**src/rtl/qsbm_cfg_regs.sv**
```systemverilog
// qSBM AXI4-Lite configuration/control register file (S00_AXI) feeding the solver core.
// Optional QSBM_CFG_RDBACK_EN: config words 0x0C..0x44 read back their stored value.
module qsbm_cfg_regs #(
  parameter int ADDR_W  = 8,
  parameter int NUM_CFG = 15
) (
  input  logic                      clk,
  input  logic                      reset,
  input  logic                      S00_AXI_AWVALID,
  output logic                      S00_AXI_AWREADY,
  input  logic [ADDR_W-1:0]         S00_AXI_AWADDR,
  input  logic [2:0]                S00_AXI_AWPROT,
  input  logic                      S00_AXI_WVALID,
  output logic                      S00_AXI_WREADY,
  input  logic [31:0]               S00_AXI_WDATA,
  input  logic [3:0]                S00_AXI_WSTRB,
  output logic                      S00_AXI_BVALID,
  input  logic                      S00_AXI_BREADY,
  output logic [1:0]                S00_AXI_BRESP,
  input  logic                      S00_AXI_ARVALID,
  output logic                      S00_AXI_ARREADY,
  input  logic [ADDR_W-1:0]         S00_AXI_ARADDR,
  input  logic [2:0]                S00_AXI_ARPROT,
  output logic                      S00_AXI_RVALID,
  input  logic                      S00_AXI_RREADY,
  output logic [31:0]               S00_AXI_RDATA,
  output logic [1:0]                S00_AXI_RRESP,
  output logic                      core_start,
  output logic                      core_soft_reset,
  input  logic                      core_done,
  input  logic [31:0]               core_iter,
  output logic [32*NUM_CFG-1:0]     cfg_bus
);
  localparam int IW       = ADDR_W - 2;
  localparam int CFG_BASE = 3;

  typedef enum logic [1:0] {W_IDLE, W_COMMIT, W_RESP} wr_st_t;
  typedef enum logic {R_IDLE, R_RESP} rd_st_t;

  wr_st_t                    wr_st;
  rd_st_t                    rd_st;
  logic                      aw_held, w_held;
  logic [IW-1:0]             aw_idx;
  logic [31:0]               w_data;
  logic [3:0]                w_strb;
  logic                      busy, done;
  logic [NUM_CFG-1:0][31:0]  cfg_q;

  assign cfg_bus = cfg_q;

  logic unused_ok;
  assign unused_ok = ^{S00_AXI_AWPROT, S00_AXI_ARPROT, S00_AXI_AWADDR[1:0], S00_AXI_ARADDR[1:0]};

  // Write decode; an all-zero strobe is treated as a full-word write
  logic [3:0] be;
  logic       wr_cfg, wr_err;
  always_comb begin
    be     = (w_strb == 4'b0000) ? 4'hF : w_strb;
    wr_cfg = (int'(aw_idx) >= CFG_BASE) && (int'(aw_idx) < CFG_BASE + NUM_CFG);
    wr_err = !(aw_idx == '0 || aw_idx == IW'(1) || wr_cfg) || (wr_cfg && busy);
  end

  always_ff @(posedge clk) begin
    if (reset) begin
      wr_st           <= W_IDLE;
      aw_held         <= 1'b0;
      w_held          <= 1'b0;
      aw_idx          <= '0;
      w_data          <= '0;
      w_strb          <= '0;
      S00_AXI_AWREADY <= 1'b0;
      S00_AXI_WREADY  <= 1'b0;
      S00_AXI_BVALID  <= 1'b0;
      S00_AXI_BRESP   <= 2'b00;
      core_start      <= 1'b0;
      core_soft_reset <= 1'b0;
      busy            <= 1'b0;
      done            <= 1'b0;
      cfg_q           <= '0;
    end else begin
      core_start      <= 1'b0;
      core_soft_reset <= 1'b0;
      if (core_done) begin
        busy <= 1'b0;
        done <= 1'b1;
      end
      case (wr_st)
        W_IDLE: begin
          if (S00_AXI_AWVALID && S00_AXI_AWREADY) begin
            aw_held         <= 1'b1;
            aw_idx          <= S00_AXI_AWADDR[ADDR_W-1:2];
            S00_AXI_AWREADY <= 1'b0;
          end else if (!aw_held) S00_AXI_AWREADY <= 1'b1;
          if (S00_AXI_WVALID && S00_AXI_WREADY) begin
            w_held         <= 1'b1;
            w_data         <= S00_AXI_WDATA;
            w_strb         <= S00_AXI_WSTRB;
            S00_AXI_WREADY <= 1'b0;
          end else if (!w_held) S00_AXI_WREADY <= 1'b1;
          if (aw_held && w_held) wr_st <= W_COMMIT;
        end
        W_COMMIT: begin
          aw_held        <= 1'b0;
          w_held         <= 1'b0;
          S00_AXI_BVALID <= 1'b1;
          S00_AXI_BRESP  <= wr_err ? 2'b10 : 2'b00;
          wr_st          <= W_RESP;
          if (!wr_err) begin
            if (aw_idx == '0) begin
              // Placed after core_done so a same-cycle start wins
              if (be[0] && w_data[1]) begin
                core_soft_reset <= 1'b1;
                busy            <= 1'b0;
              end else if (be[0] && w_data[0] && !busy) begin
                core_start <= 1'b1;
                busy       <= 1'b1;
                done       <= 1'b0;
              end
            end else if (aw_idx == IW'(1)) begin
              if (be[0] && w_data[1]) done <= 1'b0;
            end else begin
              for (int k = 0; k < NUM_CFG; k++)
                if (int'(aw_idx) == k + CFG_BASE)
                  for (int b = 0; b < 4; b++)
                    if (be[b]) cfg_q[k][8*b +: 8] <= w_data[8*b +: 8];
            end
          end
        end
        default: begin
          if (S00_AXI_BREADY) begin
            S00_AXI_BVALID  <= 1'b0;
            S00_AXI_BRESP   <= 2'b00;
            S00_AXI_AWREADY <= 1'b1;
            S00_AXI_WREADY  <= 1'b1;
            wr_st           <= W_IDLE;
          end
        end
      endcase
    end
  end

  logic [IW-1:0] ar_idx;
  logic [31:0]   rd_data;
  logic          rd_err, rd_cfg;
  assign ar_idx = S00_AXI_ARADDR[ADDR_W-1:2];

  always_comb begin
    rd_data = '0;
    rd_err  = 1'b0;
    rd_cfg  = (int'(ar_idx) >= CFG_BASE) && (int'(ar_idx) < CFG_BASE + NUM_CFG);
    if (ar_idx == IW'(1)) rd_data = {30'b0, done, busy};
    else if (ar_idx == IW'(2)) rd_data = core_iter;
    else if (rd_cfg) begin
`ifdef QSBM_CFG_RDBACK_EN
      for (int k = 0; k < NUM_CFG; k++)
        if (int'(ar_idx) == k + CFG_BASE) rd_data = cfg_q[k];
`endif
    end else if (ar_idx != '0) rd_err = 1'b1;
  end

  always_ff @(posedge clk) begin
    if (reset) begin
      rd_st           <= R_IDLE;
      S00_AXI_ARREADY <= 1'b0;
      S00_AXI_RVALID  <= 1'b0;
      S00_AXI_RDATA   <= '0;
      S00_AXI_RRESP   <= 2'b00;
    end else begin
      case (rd_st)
        R_IDLE: begin
          if (S00_AXI_ARVALID && S00_AXI_ARREADY) begin
            S00_AXI_ARREADY <= 1'b0;
            S00_AXI_RVALID  <= 1'b1;
            S00_AXI_RDATA   <= rd_data;
            S00_AXI_RRESP   <= rd_err ? 2'b10 : 2'b00;
            rd_st           <= R_RESP;
          end else S00_AXI_ARREADY <= 1'b1;
        end
        default: begin
          if (S00_AXI_RREADY) begin
            S00_AXI_RVALID  <= 1'b0;
            S00_AXI_ARREADY <= 1'b1;
            rd_st           <= R_IDLE;
          end
        end
      endcase
    end
  end
endmodule

```
**config.mk**
```make
export PLATFORM = sky130hd
export DESIGN_NAME = qsbm_cfg_regs
export DESIGN_NICKNAME = d
export VERILOG_FILES = /design/src/rtl/qsbm_cfg_regs.sv
export SDC_FILE = /design/constraint.sdc
export NUM_CORES = 1
export LEC_CHECK = 0
export ABC_CLOCK_PERIOD_IN_PS = 4400
export BUFFER_PORTS_ARGS = -buffer_cell sky130_fd_sc_hd__buf_2
export CAP_MARGIN = 20
export CORE_AREA = 4 4 243 245
export CTS_BUF_LIST = sky130_fd_sc_hd__clkbuf_2
export DETAILED_ROUTE_END_ITERATION = 8
export DIE_AREA = 0 0 247 249
export PLACE_DENSITY_LB_ADDON = 0.25
export SLEW_MARGIN = 20
export SYNTH_ARGS = -nofsm -noshare
export SYNTH_HDL_FRONTEND = slang
export SYNTH_SLANG_ARGS = --single-unit
```
**constraint.sdc**
```tcl
create_clock -name clk -period 4.4 [get_ports clk]
set_input_delay 0.22 -clock clk [delete_from_list [all_inputs] [get_ports clk]]
set_output_delay 0.22 -clock clk [all_outputs]
set_load 0.01 [all_outputs]
```
[After elaboration in Yosys (flattened, before gate mapping)]
Index checks and enable logic that the tools add are counted.
Word-level totals
  flip-flop bits (word level): 572
  bits in latches: 0
  bits in writable memories: 0
  memory bits (read-only): 0
  input bits: 98
  output and inout port bits: 523
  logic and storage cells: 261
  memories kept: 0
Operators by class
  add/sub/neg operators: 0
  $mul: 0
  divide/modulo/power cells: 0
  order comparisons: 4
  equal/unequal tests: 25
  shift-type cells: 0
  mux-type cells: 51
  bitwise operators: 6
  reduce and logical (&&, ||, !) cells: 96
Operators by type and width (count)
  $reduce_and A6 Y1: 60
  $mux W32: 2
  $eq A6 B5 Y1 const B: 8
  $mux W1: 37
  $eq A6 B4 Y1 const B: 4
  $reduce_and A2 Y1: 8
  $eq A6 B1 Y1 const B: 2
  $eq A6 B6 Y1 const B: 2
  $ge A6 B2 Y1 const B: 2
  $lt A6 B5 Y1 const B: 2
  $logic_and A1 B1 Y1: 10
  $pmux W1 S2: 5
  $mux W2: 4
  $ne A2 B2 Y1 const B: 4
  $pmux W2 S2: 2
  $reduce_bool A2 Y1: 4
  $eq A6 B2 Y1 const B: 1
  $eq A6 B3 Y1 const B: 1
  $logic_not A6 Y1: 1
  $ne A3 B3 Y1 const B: 2
  $not A1 Y1: 6
  $reduce_and A3 Y1: 2
  $reduce_bool A6 Y1: 1
  $reduce_or A5 Y1: 1
  other kinds (8): 11

[Depth between registers and ports, before layout]
Gate-level depths: netlist of the first run.
  depth after elaboration: 9
  gate-level depth with buffers: 7
  gate-level depth less buffers: 4

[Worst setup path after synthesis of the first run]
OpenSTA, ideal clock, no wires.
  path type: register -> register
  start point: register aw_idx[5]
  end point: register cfg_q, in the netlist cfg_bus[176]
  arrival time: 1.873 ns
  required time: 4.268 ns
  setup slack: 2.394 ns
  cell stages (with the launch flop): 6
  path buffers: 1
  cells stage by stage: dfxtp_1 -> buf_6 -> or4_4 -> nor4_4 -> o21ai_4 -> mux2i_1
On the way
  word-level cells in the longest chain between the ends: 7
  elaborated cells on any way between the ends: 15
  those cells by class: order compare: 2; eq/ne: 2; bitwise: 3; reduce/logical: 8
RTL lines
  start: declaration: RTL line 43  | logic [IW-1:0] aw_idx;
  start signal: assignment: RTL line 91  | aw_idx <= S00_AXI_AWADDR[ADDR_W-1:2];
  $ge A6 B2 Y1 (tied with other cells): RTL line 59  | wr_cfg = (int'(aw_idx) >= CFG_BASE) && (int'(aw_idx) < CFG_BASE + NUM_CFG);
  $logic_and A1 B1 Y1 / $logic_or A1 B1 Y1 (equally long branches): RTL line 59, 60
  $logic_or A1 B1 Y1: RTL line 60  | wr_err = !(aw_idx == '0 || aw_idx == IW'(1) || wr_cfg) || (wr_cfg && busy);
  $logic_not A1 Y1: RTL line 60
  $logic_or A1 B1 Y1: RTL line 60
  $not A1 Y1 (no line)
  $reduce_and A6 Y1 (no line) (*)
  end signal: indexed assignment: RTL line 125  | if (be[b]) cfg_q[k][8*b +: 8] <= w_data[8*b +: 8];
  end: declaration: RTL line 47  | logic [NUM_CFG-1:0][31:0] cfg_q;
Every way passes the cells marked *; elsewhere a longest branch is shown, timed or not.
A chain may end at the register's enable or synchronous reset.

[Final worst setup path of the first run]
  start point: register S00_AXI_ARREADY
  end point: register S00_AXI_RDATA[14]
On the way
  word-level cells in the longest chain between the ends: 2
RTL lines
  start: declaration: RTL line 21  | output logic S00_AXI_ARREADY,
  start signal: assignment: RTL line 164  | S00_AXI_ARREADY <= 1'b0;
  start signal: assignment: RTL line 172  | S00_AXI_ARREADY <= 1'b0;
  start signal: assignment: RTL line 177  | end else S00_AXI_ARREADY <= 1'b1;
  $logic_and A1 B1 Y1: RTL line 171  | if (S00_AXI_ARVALID && S00_AXI_ARREADY) begin
  $reduce_and A2 Y1 (no line)
  end signal: assignment: RTL line 174  | S00_AXI_RDATA <= rd_data;
  end: declaration: RTL line 26  | output logic [31:0] S00_AXI_RDATA,
Every way passes these cells.

==> results_dict.tcl, run 1 <==
set metrics [dict create \
    cp_max_fo 30 \
    ys_seq_elements 570 \
    grt_max_degree 182 \
    track_usage_pct 26.6 \
    root_buffer "clkbuf_2" \
    ys_seq_area_share_pct 52.6 \
    power_density_nw_per_um2 320 \
    rows 88 \
    clockBufferDepth 3 \
    ys_async_sr_fraction_pct 0 \
    htree_levels 4 \
    clk_latency_ns 1.31 \
    post_drt_wl_per_cell_um 21.8 \
    gp_congestion 0.825 \
    cts_tree "built" \
    place_hpwl_um 53800 \
    final_util_pct 52.2 \
    netlist_area_um2 21700 \
    criticalPathCategory "reg2reg" \
    worstSetupEndpointType "flip-flop" \
    drt-initial-drc-count 1186 \
    crit_arrival_ns 4.42 \
    hold_violations 0 \
    synth_top_flop_cell "dfxtp_1" \
    grt_pass1_wl_um 125000 \
    cts.reportedPaths.clkPinSlew_ns 0.13 \
    fmax_mhz 312 \
    drv_slew 0 \
    dp.cells 3311 \
    coreArea_um2 57100 \
    wirelength_um 84500 \
    crit_path_start_kind "flip-flop" \
    finalSetupViolCount 0 \
    worst_pin_slew_ns 1.11 \
    die-width_um 247 \
    hold_path.class "in2reg" \
    yosysUniqueCellTypes 52 \
    syn_avg_cell_area_um2 10.5 \
    drtPass1Iterations 5 \
    route.detailed.drc 0 \
    ys_top_cells_by_area "dfxtp_1 53%, mux2i_1 18%, nand2b_1 12%, nand3b_1 3.4%, o21ai_0 2.3%" \
    num_vias 19300 \
    instances_no_fill 3885 \
    netlist.top_cell.by_area "dfxtp_1" \
    cellLeakagePower_nw 15.1 \
    slew_headroom_pct 26.3 \
    synthToLayoutAreaGrowth_pct 37.5 \
    synthCells 2065 \
    synth_edf_count 0 \
    final_nets 3114 \
    finalPower_mw 9.55 \
    io_buffer_count 608 \
    grt_pass1_vias 19800 \
    synth_top_area_share_pct 52.6 \
    antenna_found_initial 3 \
    ioPinCount 621 \
    cts_buffers 152 \
    clock_sinks 570 \
    status "complete, no violations" \
    start_util_pct 38.0 \
    vias_per_cell 4.98 \
    drtAntennaViolNets 0 \
    yosysWarnings 0 \
    ir_drop_uv 203 \
    grt-ovfl-total 0 \
    min_period_ns 3.21 \
    holdWs_ns 0.302 \
    drv_cap 0 \
    die_h_um 249 \
    finalCritPeriodShare_pct 72.9 \
    crit_required_ns 5.62 \
    rsz0062_at_grt "no" \
    skew_ns 0.114 \
    tns_ns 0 \
    dieArea_um2 61500 \
    drive_gt1_share_pct 29.1 \
]
-- report_power, final --
group	switching, mW	total (mW)	leakage (nW)	internal (mW)
Combinational	0.322	0.624	9.47	0.302
Clock	2.24	3.71	1.04	1.47
Sequential	0.0342	5.22	4.59	5.18
-- flip-flops by register name, summed over array words and instances (netlist names) --
signal           count
cfg_bus            480
w_strb               4
core_soft_reset      1
wr_st                2
w_held               1
busy                 1
S00_AXI_RDATA       32
S00_AXI_WREADY       1
S00_AXI_ARREADY      1
aw_idx               6
aw_held              1
S00_AXI_AWREADY      1
S00_AXI_BVALID       1
core_start           1
w_data              32
S00_AXI_BRESP        1
S00_AXI_RVALID       1
done                 1
rd_st                1
S00_AXI_RRESP        1
-- final cells by class --
| class | count | area (um2) |
|---|---|---|
| multi-input cells | 1344 | 9730 |
| fillers | 5052 | 27300 |
| well taps | 765 | 957 |
| repair buffers | 945 | 6390 |
| diodes | 4 | 10.0 |
| clock inverters | 28 | 179 |
| inverters | 3 | 11.3 |
| clock buffers | 226 | 1130 |
| flip-flops and latches | 570 | 11400 |
-- through the flow --
| stage | instance area (um2) | setup WS [ns] |
|---|---|---|
| 3_3_place_gp | 25300 | 1.57 |
| 4_1_cts | 29800 | 1.38 |
| 2_1_floorplan | 21700 | 2.39 |
| 5_1_grt | 29800 | 1.11 |
| 6_report | 29800 | 1.19 |
| 3_5_place_dp | 25300 | 1.37 |
-- metal layers --
layer	vias to the layer above	wire [um]	global-route usage, %
li1	8978	-	-
met2	841	41000	44.7
met5	-	0	0
met3	179	6340	7.66
met4	0	3060	11.0
met1	9340	34100	31.7
-- repair_timing --
item,CTS,global route
hold buffers,316,0
resized for setup,0,0
hold endpoints to repair,485,0
setup buffers,0,0
-- synthesized netlist by cell type (all sizes together) (2+ instances only) --
master,instances
nor2,46
o211a,3
nor3,14
o21ai,104
o2111ai,13
nand2,118
nor3b,5
mux2i,384
a22oi,32
nand3,12
nor4,5
o21a,2
nand3b,99
or4,2
a22o,2
a21oi,47
clkbuf,130
a221oi,2
nand2b,421
o31ai,2
or2,5
and2,5
and3,2
dfxtp,570
inv,3
nor2b,4
nand4bb,4
buf,19
-- cell families after synthesis --
logic type | Yosys count | synth area share (%)
AO/OA/AOI/OAI | 212 | 5.95
buffers and inverters | 152 | 2.77
flip-flops | 570 | 52.6
multiplexers | 385 | 17.8
other | 1 | 0.0173
AND/OR/NAND/NOR | 745 | 20.9
-- critical path, stage by stage, from the launching register on --
cell and delay, ns:
dfxtp_1 0.43, nand3b_1 0.48, nor3b_2 0.34, buf_4 0.36, a22oi_1 0.13, dlygate4sd3_1 0.61
nor2_1 0.14, dlygate4sd3_1 0.60
-- cell usage in the layout, fill, tap and decap left out, drive strengths merged, types with 46 or more instances in the layout --
master       instances
nand3b              99
buf                629
a21oi               47
dfxtp              570
nor2                46
o21ai              104
mux2i              384
nand2              118
nand2b             421
dlygate4sd3        316
clkbuf             226
-- final timing paths --
| path | from | endpoint | slack [ns] | depth (start not counted) |
|---|---|---|---|---|
| worst min register to register | cfg_bus[162] | cfg_bus[162] | 0.48 | 2 |
| worst max-delay path | S00_AXI_ARREADY | S00_AXI_RDATA[14] | 1.19 | 7 |
| worst max register to register | S00_AXI_ARREADY | S00_AXI_RDATA[14] | 1.19 | 7 |
| worst min-delay path | S00_AXI_ARVALID | S00_AXI_ARREADY | 0.30 | 5 |
Power figures use the tool's default switching activity.
==> inputs of run 2 (changes only) <==
Settings changed: ABC_AREA from default to 1, ABC_CLOCK_PERIOD_IN_PS 4400 to 2800, CORE_AREA 4 4 243 245 to 4 4 240 242, DIE_AREA 0 0 247 249 to 0 0 244 246.
Clock period 4.4 ns to 2.8 ns, I/O delays scaled along.
==> run 2 against run 1 <==
Against the previous run:
- fmax up 22%
- synthesized area increased by 12%
- largest power group unchanged
- routed wire length up 3.4%
==> results_dict.tcl, run 2 <==
set metrics [dict create \
    finalPower_mw 15.9 \
    ioPinCount 621 \
    skew_ns 0.0993 \
    synth_edf_count 0 \
    wirelength_um 87400 \
    synth_xor_area_share_pct 0 \
    fillers 5096 \
    hold_violations 0 \
    r2r_cells 7 \
    synthToLayoutAreaGrowth_pct 31.8 \
    yosysUniqueCellTypes 30 \
    worst_pin_slew_ns 1.10 \
    grt_pass1_wl_um 131000 \
    post_drt_wl_per_cell_um 16.3 \
    ir_drop_uv 342 \
    final_util_pct 58.2 \
    ys_async_sr_fraction_pct 0 \
    netlist_top_cells_count "1040 x nor2_1, 1022 x nand2_1, 570 x dfxtp_1, 508 x inv_1, 94 x clkbuf_1" \
    power_density_nw_per_um2 495 \
    gp_congestion 0.824 \
    muxShareOfSynthArea_pct 0 \
    grt-ovfl-total 0 \
    slew_headroom_pct 26.3 \
    root_buffer "clkbuf_2" \
    netlist_area_um2 24300 \
    crit_path_start_kind "flip-flop" \
    place_hpwl_um 55500 \
    rows 86 \
    dieArea_um2 60000 \
    largest_reg_flops 480 \
    vias_per_cell 4.54 \
    die_h_um 246 \
    fmax_mhz 380 \
    route.detailed.drc 0 \
    criticalPathCategory "reg2reg" \
    drt-initial-drc-count 1451 \
    syn_avg_cell_area_um2 6.75 \
    ff_latch_area_um2 11400 \
    cts_tree "built" \
    crit_required_ns 3.98 \
    worstSetupEndpointType "flip-flop" \
    cp_max_fo 43 \
    cts.reportedPaths.clkPinSlew_ns 0.12 \
    grt_max_degree 81 \
    clockBufferDepth 3 \
    ys_top_cells_by_area "dfxtp_1 47%, nor2_1 16%, nand2_1 16%, inv_1 7.8%, nand3_4 4.3%" \
    synth_top_flop_cell "dfxtp_1" \
    final_nets 4597 \
    die-width_um 244 \
    ys_seq_area_share_pct 46.9 \
    htree_levels 4 \
    status "complete, no violations" \
    synth-simple-area-share_pct 37.8 \
    synth_fa_ha_area_share_pct 0 \
    io_buffer_count 608 \
    cts_buffers 152 \
    hold_path.class "in2reg" \
    min_period_ns 2.63 \
    drv_slew 0 \
    drv_cap 0 \
    finalCritPeriodShare_pct 94.1 \
    coreArea_um2 55100 \
    synth_top_area_share_pct 46.9 \
    drtPass1Iterations 5 \
    num_vias 24300 \
    final_common_cell "nor2_1" \
    antenna_found_initial 6 \
    synthMostInstantiatedCell "nor2_1" \
    crit_arrival_ns 3.81 \
    drive_gt1_share_pct 21.0 \
    finalSetupViolCount 0 \
    track_usage_pct 28.1 \
    hold_depth 6 \
    synth_top_family_by_area "simple AND/OR/NAND/NOR gates" \
    reg2reg_slack_ns 0.17 \
    clk_latency_ns 1.31 \
    cellLeakagePower_nw 18.9 \
    drtAntennaViolNets 0 \
    yosysWarnings 0 \
    netlist.top_cell.by_area "dfxtp_1" \
    start_util_pct 44.2 \
    rsz0062_at_grt "no" \
    synth-compound-area-share_pct 2.76 \
    grt_pass1_vias 22800 \
    ys_seq_elements 570 \
    clock_sinks 570 \
    final_cell_mix "1039 x nor2_1, 1022 x nand2_1, 608 x buf_2" \
    multi_input_area_um2 9880 \
    synthCells 3607 \
    tns_ns 0 \
]
[run 2: routing by layer]
| layer | track usage (%) | routed length [um] |
|---|---|---|
| met1 | 32.2 | 34100 |
| met2 | 48.7 | 42700 |
| met3 | 7.95 | 6820 |
| met4 | 12.9 | 3690 |
| met5 | 0 | 0 |
[run 2: power breakdown]
group | internal [mW] | switching (mW)
registers | 8.20 | 0.322
clock network | 2.27 | 3.54
logic | 0.610 | 0.924
[run 2: cells by family after synthesis]
group | Yosys count
simple gates | 2174
other cells | 1
flops | 570
buf+inv | 731
compound gates | 131
[run 2: path summary, 6_finish.rpt]
kind,startpoint,end
worst max register to register,wr_st[1],w_data[28]
worst max-delay path,wr_st[1],w_data[28]
worst min-delay path,S00_AXI_RREADY,rd_st
worst min register to register,aw_held,aw_held
[run 2: metrics by stage]
stage / cell area (um2) / std cells / hold slack (ns) / setup WS [ns]
after global placement: 27600 / 4778 / 0.349 / 0.629
after detailed placement: 27600 / 4778 / 0.346 / 0.598
final: 32100 / 5354 / 0.288 / 0.166
after floorplan: 24300 / 3608 / 0.239 / 1.13
after CTS: 32000 / 5344 / 0.0315 / 0.140
after global routing: 32100 / 5353 / 0.200 / 0.0568
[run 2: area by class of cell]
| class | count | share of cell area, % |
|---|---|---|
| flip-flops and latches | 570 | 35.6 |
| diodes | 10 | 0.0780 |
| inverters | 515 | 6.06 |
| clock buffers | 220 | 3.43 |
| multi-input cells | 2307 | 30.8 |
| well taps | 748 | 2.92 |
| repair buffers | 953 | 20.5 |
| clock inverters | 31 | 0.593 |
[run 2: timing repair]
item | in CTS | in global routing
hold buffers | 315 | 0
endpoints found under the setup margin | 0 | 28
resized for setup | 0 | 4
setup buffers | 0 | 0
endpoints found under the hold margin | 570 | 0
[run 2: worst max-delay path, cell delays in order, from the launching register on]
cell           delay [ns]
dfxtp_1              0.39
nor2_2               0.24
nand3_2              0.13
buf_6                0.24
o21ai_0              0.26
dlygate4sd3_1        0.59
nor2_1               0.04
dlygate4sd3_1        0.56
